**src/rtl/regfile_writeback_queue_if.sv**
```systemverilog
// Bus between the pipeline/decode side and the register-file writeback queue:
// writeback handshake, register-file write port and the two forwarding read ports.
interface regfile_writeback_queue_if #(
  parameter int unsigned AW = 5,
  parameter int unsigned DW = 32
);
  logic          wb_valid;
  logic          wb_ready;
  logic [AW-1:0] wb_reg;
  logic [DW-1:0] wb_data;
  logic          rf_stall;
  logic          r_wr_en;
  logic [AW-1:0] w_reg;
  logic [DW-1:0] w_data;
  logic [AW-1:0] r_reg1;
  logic [AW-1:0] r_reg2;
  logic          fwd1_hit;
  logic [DW-1:0] fwd1_data;
  logic          fwd2_hit;
  logic [DW-1:0] fwd2_data;

  modport master (
    output wb_valid, wb_reg, wb_data, rf_stall, r_reg1, r_reg2,
    input  wb_ready, r_wr_en, w_reg, w_data, fwd1_hit, fwd1_data, fwd2_hit, fwd2_data
  );

  modport slave (
    input  wb_valid, wb_reg, wb_data, rf_stall, r_reg1, r_reg2,
    output wb_ready, r_wr_en, w_reg, w_data, fwd1_hit, fwd1_data, fwd2_hit, fwd2_data
  );
endinterface

```
**src/rtl/regfile_writeback_queue.sv**
```systemverilog
// Writeback queue for the 32x32 register file: buffers writes, drains one per cycle through a
// registered output stage, and forwards pending data to the two read addresses.
module regfile_writeback_queue #(
  parameter int unsigned DEPTH = 4,
  parameter int unsigned AW    = 5,
  parameter int unsigned DW    = 32
) (
  input  logic                         clk,
  input  logic                         rst,
  regfile_writeback_queue_if.slave     bus,
  output logic [$clog2(DEPTH+1)-1:0]   count
);
  localparam int unsigned PW = $clog2(DEPTH);
  localparam int unsigned CW = $clog2(DEPTH+1);

  logic [AW-1:0] reg_mem [DEPTH];
  logic [DW-1:0] data_mem[DEPTH];

  logic [PW-1:0] rd_ptr_q, wr_ptr_q;
  logic [CW-1:0] count_q, count_d;
  logic          wr_en_q;
  logic [AW-1:0] w_reg_q;
  logic [DW-1:0] w_data_q;
  logic          push, pop;

  assign bus.wb_ready = !rst && (count_q < CW'(DEPTH));
  // Writes to x0 complete the handshake but are dropped.
  assign push = bus.wb_valid && bus.wb_ready && (bus.wb_reg != '0);
  assign pop  = !bus.rf_stall && (count_q != '0);

  always_comb begin
    count_d = count_q;
    if (push && !pop) begin
      count_d = count_q + CW'(1);
    end else if (!push && pop) begin
      count_d = count_q - CW'(1);
    end
  end

  always_ff @(posedge clk or posedge rst) begin
    if (rst) begin
      rd_ptr_q <= '0;
      wr_ptr_q <= '0;
      count_q  <= '0;
      wr_en_q  <= 1'b0;
      w_reg_q  <= '0;
      w_data_q <= '0;
    end else begin
      count_q <= count_d;
      wr_en_q <= pop;
      if (push) begin
        wr_ptr_q <= wr_ptr_q + PW'(1);
      end
      if (pop) begin
        w_reg_q  <= reg_mem[rd_ptr_q];
        w_data_q <= data_mem[rd_ptr_q];
        rd_ptr_q <= rd_ptr_q + PW'(1);
      end
    end
  end

  always_ff @(posedge clk) begin
    if (push) begin
      reg_mem[wr_ptr_q]  <= bus.wb_reg;
      data_mem[wr_ptr_q] <= bus.wb_data;
    end
  end

  assign bus.r_wr_en = wr_en_q;
  assign bus.w_reg   = w_reg_q;
  assign bus.w_data  = w_data_q;
  assign count       = count_q;

  // Scan oldest to youngest so the last match (youngest) wins.
  logic          hit1, hit2;
  logic [DW-1:0] dat1, dat2;
  logic [PW-1:0] idx;

  always_comb begin
    hit1 = 1'b0;
    hit2 = 1'b0;
    dat1 = '0;
    dat2 = '0;
    idx  = '0;
    if (wr_en_q && (w_reg_q == bus.r_reg1)) begin
      hit1 = 1'b1;
      dat1 = w_data_q;
    end
    if (wr_en_q && (w_reg_q == bus.r_reg2)) begin
      hit2 = 1'b1;
      dat2 = w_data_q;
    end
    for (int unsigned i = 0; i < DEPTH; i++) begin
      idx = rd_ptr_q + PW'(i);
      if (CW'(i) < count_q) begin
        if (reg_mem[idx] == bus.r_reg1) begin
          hit1 = 1'b1;
          dat1 = data_mem[idx];
        end
        if (reg_mem[idx] == bus.r_reg2) begin
          hit2 = 1'b1;
          dat2 = data_mem[idx];
        end
      end
    end
    if (bus.r_reg1 == '0) begin
      hit1 = 1'b0;
      dat1 = '0;
    end
    if (bus.r_reg2 == '0) begin
      hit2 = 1'b0;
      dat2 = '0;
    end
  end

  assign bus.fwd1_hit  = hit1;
  assign bus.fwd1_data = dat1;
  assign bus.fwd2_hit  = hit2;
  assign bus.fwd2_data = dat2;
endmodule

```
**src/flat_wrapper.sv**
```systemverilog
// flat-port wrapper written by rule: the top's interface ports become plain ports
module regfile_writeback_queue_flat 
#(
  parameter int unsigned DEPTH = 4,
  parameter int unsigned AW    = 5,
  parameter int unsigned DW    = 32
)
  (clk, rst, count, bus_wb_valid, bus_wb_reg, bus_wb_data, bus_rf_stall, bus_r_reg1, bus_r_reg2, bus_wb_ready, bus_r_wr_en, bus_w_reg, bus_w_data, bus_fwd1_hit, bus_fwd1_data, bus_fwd2_hit, bus_fwd2_data);
  regfile_writeback_queue_if #(.AW(AW), .DW(DW)) bus_i ();
  input  logic clk;
  input  logic rst;
  output logic [$clog2(DEPTH+1)-1:0] count;
  input wire logic [$bits(bus_i.wb_valid)-1:0] bus_wb_valid;
  input wire logic [$bits(bus_i.wb_reg)-1:0] bus_wb_reg;
  input wire logic [$bits(bus_i.wb_data)-1:0] bus_wb_data;
  input wire logic [$bits(bus_i.rf_stall)-1:0] bus_rf_stall;
  input wire logic [$bits(bus_i.r_reg1)-1:0] bus_r_reg1;
  input wire logic [$bits(bus_i.r_reg2)-1:0] bus_r_reg2;
  output wire logic [$bits(bus_i.wb_ready)-1:0] bus_wb_ready;
  output wire logic [$bits(bus_i.r_wr_en)-1:0] bus_r_wr_en;
  output wire logic [$bits(bus_i.w_reg)-1:0] bus_w_reg;
  output wire logic [$bits(bus_i.w_data)-1:0] bus_w_data;
  output wire logic [$bits(bus_i.fwd1_hit)-1:0] bus_fwd1_hit;
  output wire logic [$bits(bus_i.fwd1_data)-1:0] bus_fwd1_data;
  output wire logic [$bits(bus_i.fwd2_hit)-1:0] bus_fwd2_hit;
  output wire logic [$bits(bus_i.fwd2_data)-1:0] bus_fwd2_data;
  assign bus_i.wb_valid = bus_wb_valid;
  assign bus_i.wb_reg = bus_wb_reg;
  assign bus_i.wb_data = bus_wb_data;
  assign bus_i.rf_stall = bus_rf_stall;
  assign bus_i.r_reg1 = bus_r_reg1;
  assign bus_i.r_reg2 = bus_r_reg2;
  assign bus_wb_ready = bus_i.wb_ready;
  assign bus_r_wr_en = bus_i.r_wr_en;
  assign bus_w_reg = bus_i.w_reg;
  assign bus_w_data = bus_i.w_data;
  assign bus_fwd1_hit = bus_i.fwd1_hit;
  assign bus_fwd1_data = bus_i.fwd1_data;
  assign bus_fwd2_hit = bus_i.fwd2_hit;
  assign bus_fwd2_data = bus_i.fwd2_data;
  regfile_writeback_queue #(.DEPTH(DEPTH), .AW(AW), .DW(DW)) u_core (.clk(clk), .rst(rst), .bus(bus_i), .count(count));
endmodule
```
**config.mk**
```make
export PLATFORM = sky130hd
export DESIGN_NAME = regfile_writeback_queue_flat
export DESIGN_NICKNAME = d
export VERILOG_FILES = /design/src/rtl/regfile_writeback_queue_if.sv /design/src/rtl/regfile_writeback_queue.sv /design/src/flat_wrapper.sv
export SDC_FILE = /design/constraint.sdc
export NUM_CORES = 1
export LEC_CHECK = 0
export CAP_MARGIN = 15
export CORE_MARGIN = 2
export CORE_UTILIZATION = 40
export DETAILED_ROUTE_END_ITERATION = 8
export GPL_TIMING_DRIVEN = 0
export HOLD_SLACK_MARGIN = 0.03
export RECOVER_POWER = 50
export SYNTH_ARGS = -nofsm -noshare
export SYNTH_HDL_FRONTEND = slang
export SYNTH_SLANG_ARGS = --single-unit
export TNS_END_PERCENT = 1
```
**constraint.sdc**
```tcl
create_clock -name clk -period 3.33 [get_ports clk]
set_input_delay 0.8325 -clock clk [delete_from_list [all_inputs] [get_ports clk]]
set_output_delay 0.8325 -clock clk [all_outputs]
set_load 0.01 [all_outputs]
```
==> reports/qor.txt <==
Most frequent cells in the layout: edfxtp_1 (148), nand2_1 (145), mux2i_1 (142)
Leakage power: 7.055 nW
Number of port buffers: 149
Layout cells sized above 1: 0.3739
Cell Area, Synth: 13460 um^2
Worst Tran Pin Value: 1.103 ns
Largest net degree at the start of global routing: 34
Die ar.: 35130 um^2
Mapped Nets: 1226
Multi-input gate area: 8715 um^2
Final net count: 1459
Critical path class: reg2out
Clock latency on the worst-skew pair: 0.46 ns
Final WS setup: -0.9656 ns
Fillers: 2814
Initial DRC count: 1554
H-tree depth: 4
CTS clk-pin slew, worst paths: 0.07 ns
Diode count: 0
Vias/cell: 6.515
Final core occ: 0.5614
Failing checks: setup timing
Main synth FF type: edfxtp_1
CTS buffer count: 17
Async set or reset register ratio after synthesis: 0.2332
Unique masters post-synth: 52
Largest buffer count on any clock path: 2
Placer congestion estimate: 0.9706
Adder-cell share of the synthesized area: 0.008366
CTS Sinks: 193
Hold_buf cts: 0
Placed cell count: 1768
Warnings, synthesis: 0
Initial antenna violation count: 1
Wire length per cell: 29.25 um
Starting Density: 0.4034
Mapped Cells: 1166
Die X: 187.4 um
Area of the core: 33360 um^2
Final ANT Viol Nets: 0
Via count: 12120
Dpl hpwl: 36650 um
Post-synthesis xor/xnor area fraction: 0.03514
VDD IR max: 460.8 uV
PwrDens: 863.4 nW/um^2
Most common cell after layout, fill and taps aside: edfxtp_1
Worst hold-check path type: reg2reg
Chip Height: 187.4 um
Critical path, cell by cell: buf_8 -> buf_12 -> mux4_2 -> xor2_1 -> a211oi_2 -> and3_1 -> buf_6 -> buf_6 -> buf_12 -> a221oi_4 -> o311ai_4 -> buf_2
Outcome: complete, but fails checks
CP Capture Type: output pin
Largest reg by FF count: u_core.data_mem
Synth area leaders: edfxtp_1 (33%), mux2i_1 (11%), mux4_2 (9.2%)
Number of top-level pins: 159
First-pass GRT wire length: 77970 um
Row count: 67
Crit share post-route: 1.290
Hold Fails Final Rpt: 0
Number of flip-flops under the largest register name: 128
Worst EP arrival: 3.46 ns
Vias in the first global route: 12120
DRT Wirelength: 54410 um
Critical Path Max Stage Delay: 0.55 ns
Mux cell area share after synthesis: 0.2243
Max-slew violations: 0
Fmax achieved: 232.8 MHz
Synth Area in Compound Gates: 0.1646
Register area: 5572 um^2
DRC: 0
Max-cap violations: 0
Root buf cell: clkbuf_16
Flops & latches, synth: 193
Clock skew: 0.01149 ns
Rel. slew slack: 0.2646
Worst Path Required: 2.50 ns
Crit start category: flop
Largest family of logic cells by synthesized area: multiplexers
Tmin final: 4.296 ns
Total global routing track utilization: 0.2976
Number of flops mapped to enable cells by yosys: 148
Post-synthesis sequential area ratio: 0.4138
Crit path max-delay cell type: mux4_2
CTS tree: done
DR pass1 iterations: 5
Simple-gate share of the synthesized area: 0.1037
Synthesis-to-layout area growth: 39.14%
Crit Path Max Fanout: 6
RSZ-0062 raised after global routing: true
Yosys top cell area share: 0.3302
Final Setup Violations: 66
GRT overflow: 0
Final cell count without fillers: 1860
Dominant cell type by area after synthesis: edfxtp_1
Avg Cell Area, Syn: 11.54 um^2
-- Yosys cell counts, drive strengths merged (35+ instances only) --
library cell  instances
a221oi               64
buf                  64
clkbuf               55
dfrtp                45
edfxtp              148
mux2i               146
mux4                 56
nand2               147
nand3                69
nor2                 36
xnor2                35
-- routing by layer --
metal	share of wire	routed length [um]	GRT usage
met1	0.39	21170	0.3878
met2	0.46	24820	0.4723
met3	0.10	5440	0.06735
met4	0.055	2975	0.1402
met5	0	0	0
-- worst paths after layout --
path	start	slack (ns)	cells past startpoint	to
max	u_core.rd_ptr_q[0]	-0.97	12	bus_fwd2_data[26]
min	u_core.bus.w_reg[2]	0.58	2	u_core.bus.w_reg[2]
max reg2reg	u_core.count[0]	0.61	8	u_core.bus.w_data[3]
min reg2reg	u_core.bus.w_reg[2]	0.58	2	u_core.bus.w_reg[2]
max in group asynchronous	rst	0.87	3	u_core.rd_ptr_q[0]
min in group asynchronous	rst	0.90	2	u_core.bus.w_data[6]
-- layout make-up --
type | count | share of cell area
clock inverter | 9 | 0.006079
sequential | 193 | 0.2975
inverter | 7 | 0.001403
timing repair buffer | 217 | 0.1118
tap | 448 | 0.02993
buffer | 116 | 0.06019
multi-input combinational | 847 | 0.4653
clock buffer | 23 | 0.02786
-- where the power goes --
group | leakage, nW | total, mW | internal, mW | switching [mW]
clock | 0.310 | 2.26 | 1.27 | 0.988
sequential | 1.88 | 3.63 | 3.00 | 0.638
combinational | 4.87 | 10.3 | 4.48 | 5.80
-- cell families (layout without fill, tap and decap cells) --
| group | after synthesis | count (layout) |
|---|---|---|
| xor+xnor | 54 | 54 |
| simple gates | 312 | 312 |
| fa+ha+maj | 9 | 9 |
| flops | 193 | 193 |
| buf+inv | 126 | 372 |
| mux | 228 | 228 |
| compound gates | 244 | 244 |
-- metrics by stage --
step	hold slack, ns	setup slack, ns	setup TNS [ns]	cell area, um^2	total power, mW
3_5_place_dp	0.5571	-1.810	-95.91	15690	11.96
3_3_place_gp	0.5518	-1.761	-238.31	15580	11.90
6_report	0.5793	-0.9656	-57.69	18730	16.17
2_1_floorplan	0.5520	-0.06872	-3.838	13530	8.731
4_1_cts	0.5775	-0.8560	-52.64	17960	15.26
5_1_grt	0.6272	-1.001	-61.96	18730	16.74
-- worst max-delay path, delay by kind of cell, from the launching register on --
kind            cells  cell delay [ns]
simple gates        1             0.22
compound gates      3             0.73
buf+inv             6             0.91
xor+xnor            1             0.17
flops               1             0.41
mux                 1             0.55
-- timing repair --
| item | CTS | global route |
|---|---|---|
| buffers inserted | 19 | 30 |
| cloned | 4 | 10 |
| endpoints found under the setup margin | 66 | 66 |
| hold endpoints to repair | 0 | 0 |
| pin swaps | 53 | 37 |
| gates resized for setup | 521 | 105 |
No activity file was read; power rests on OpenSTA's default activity.
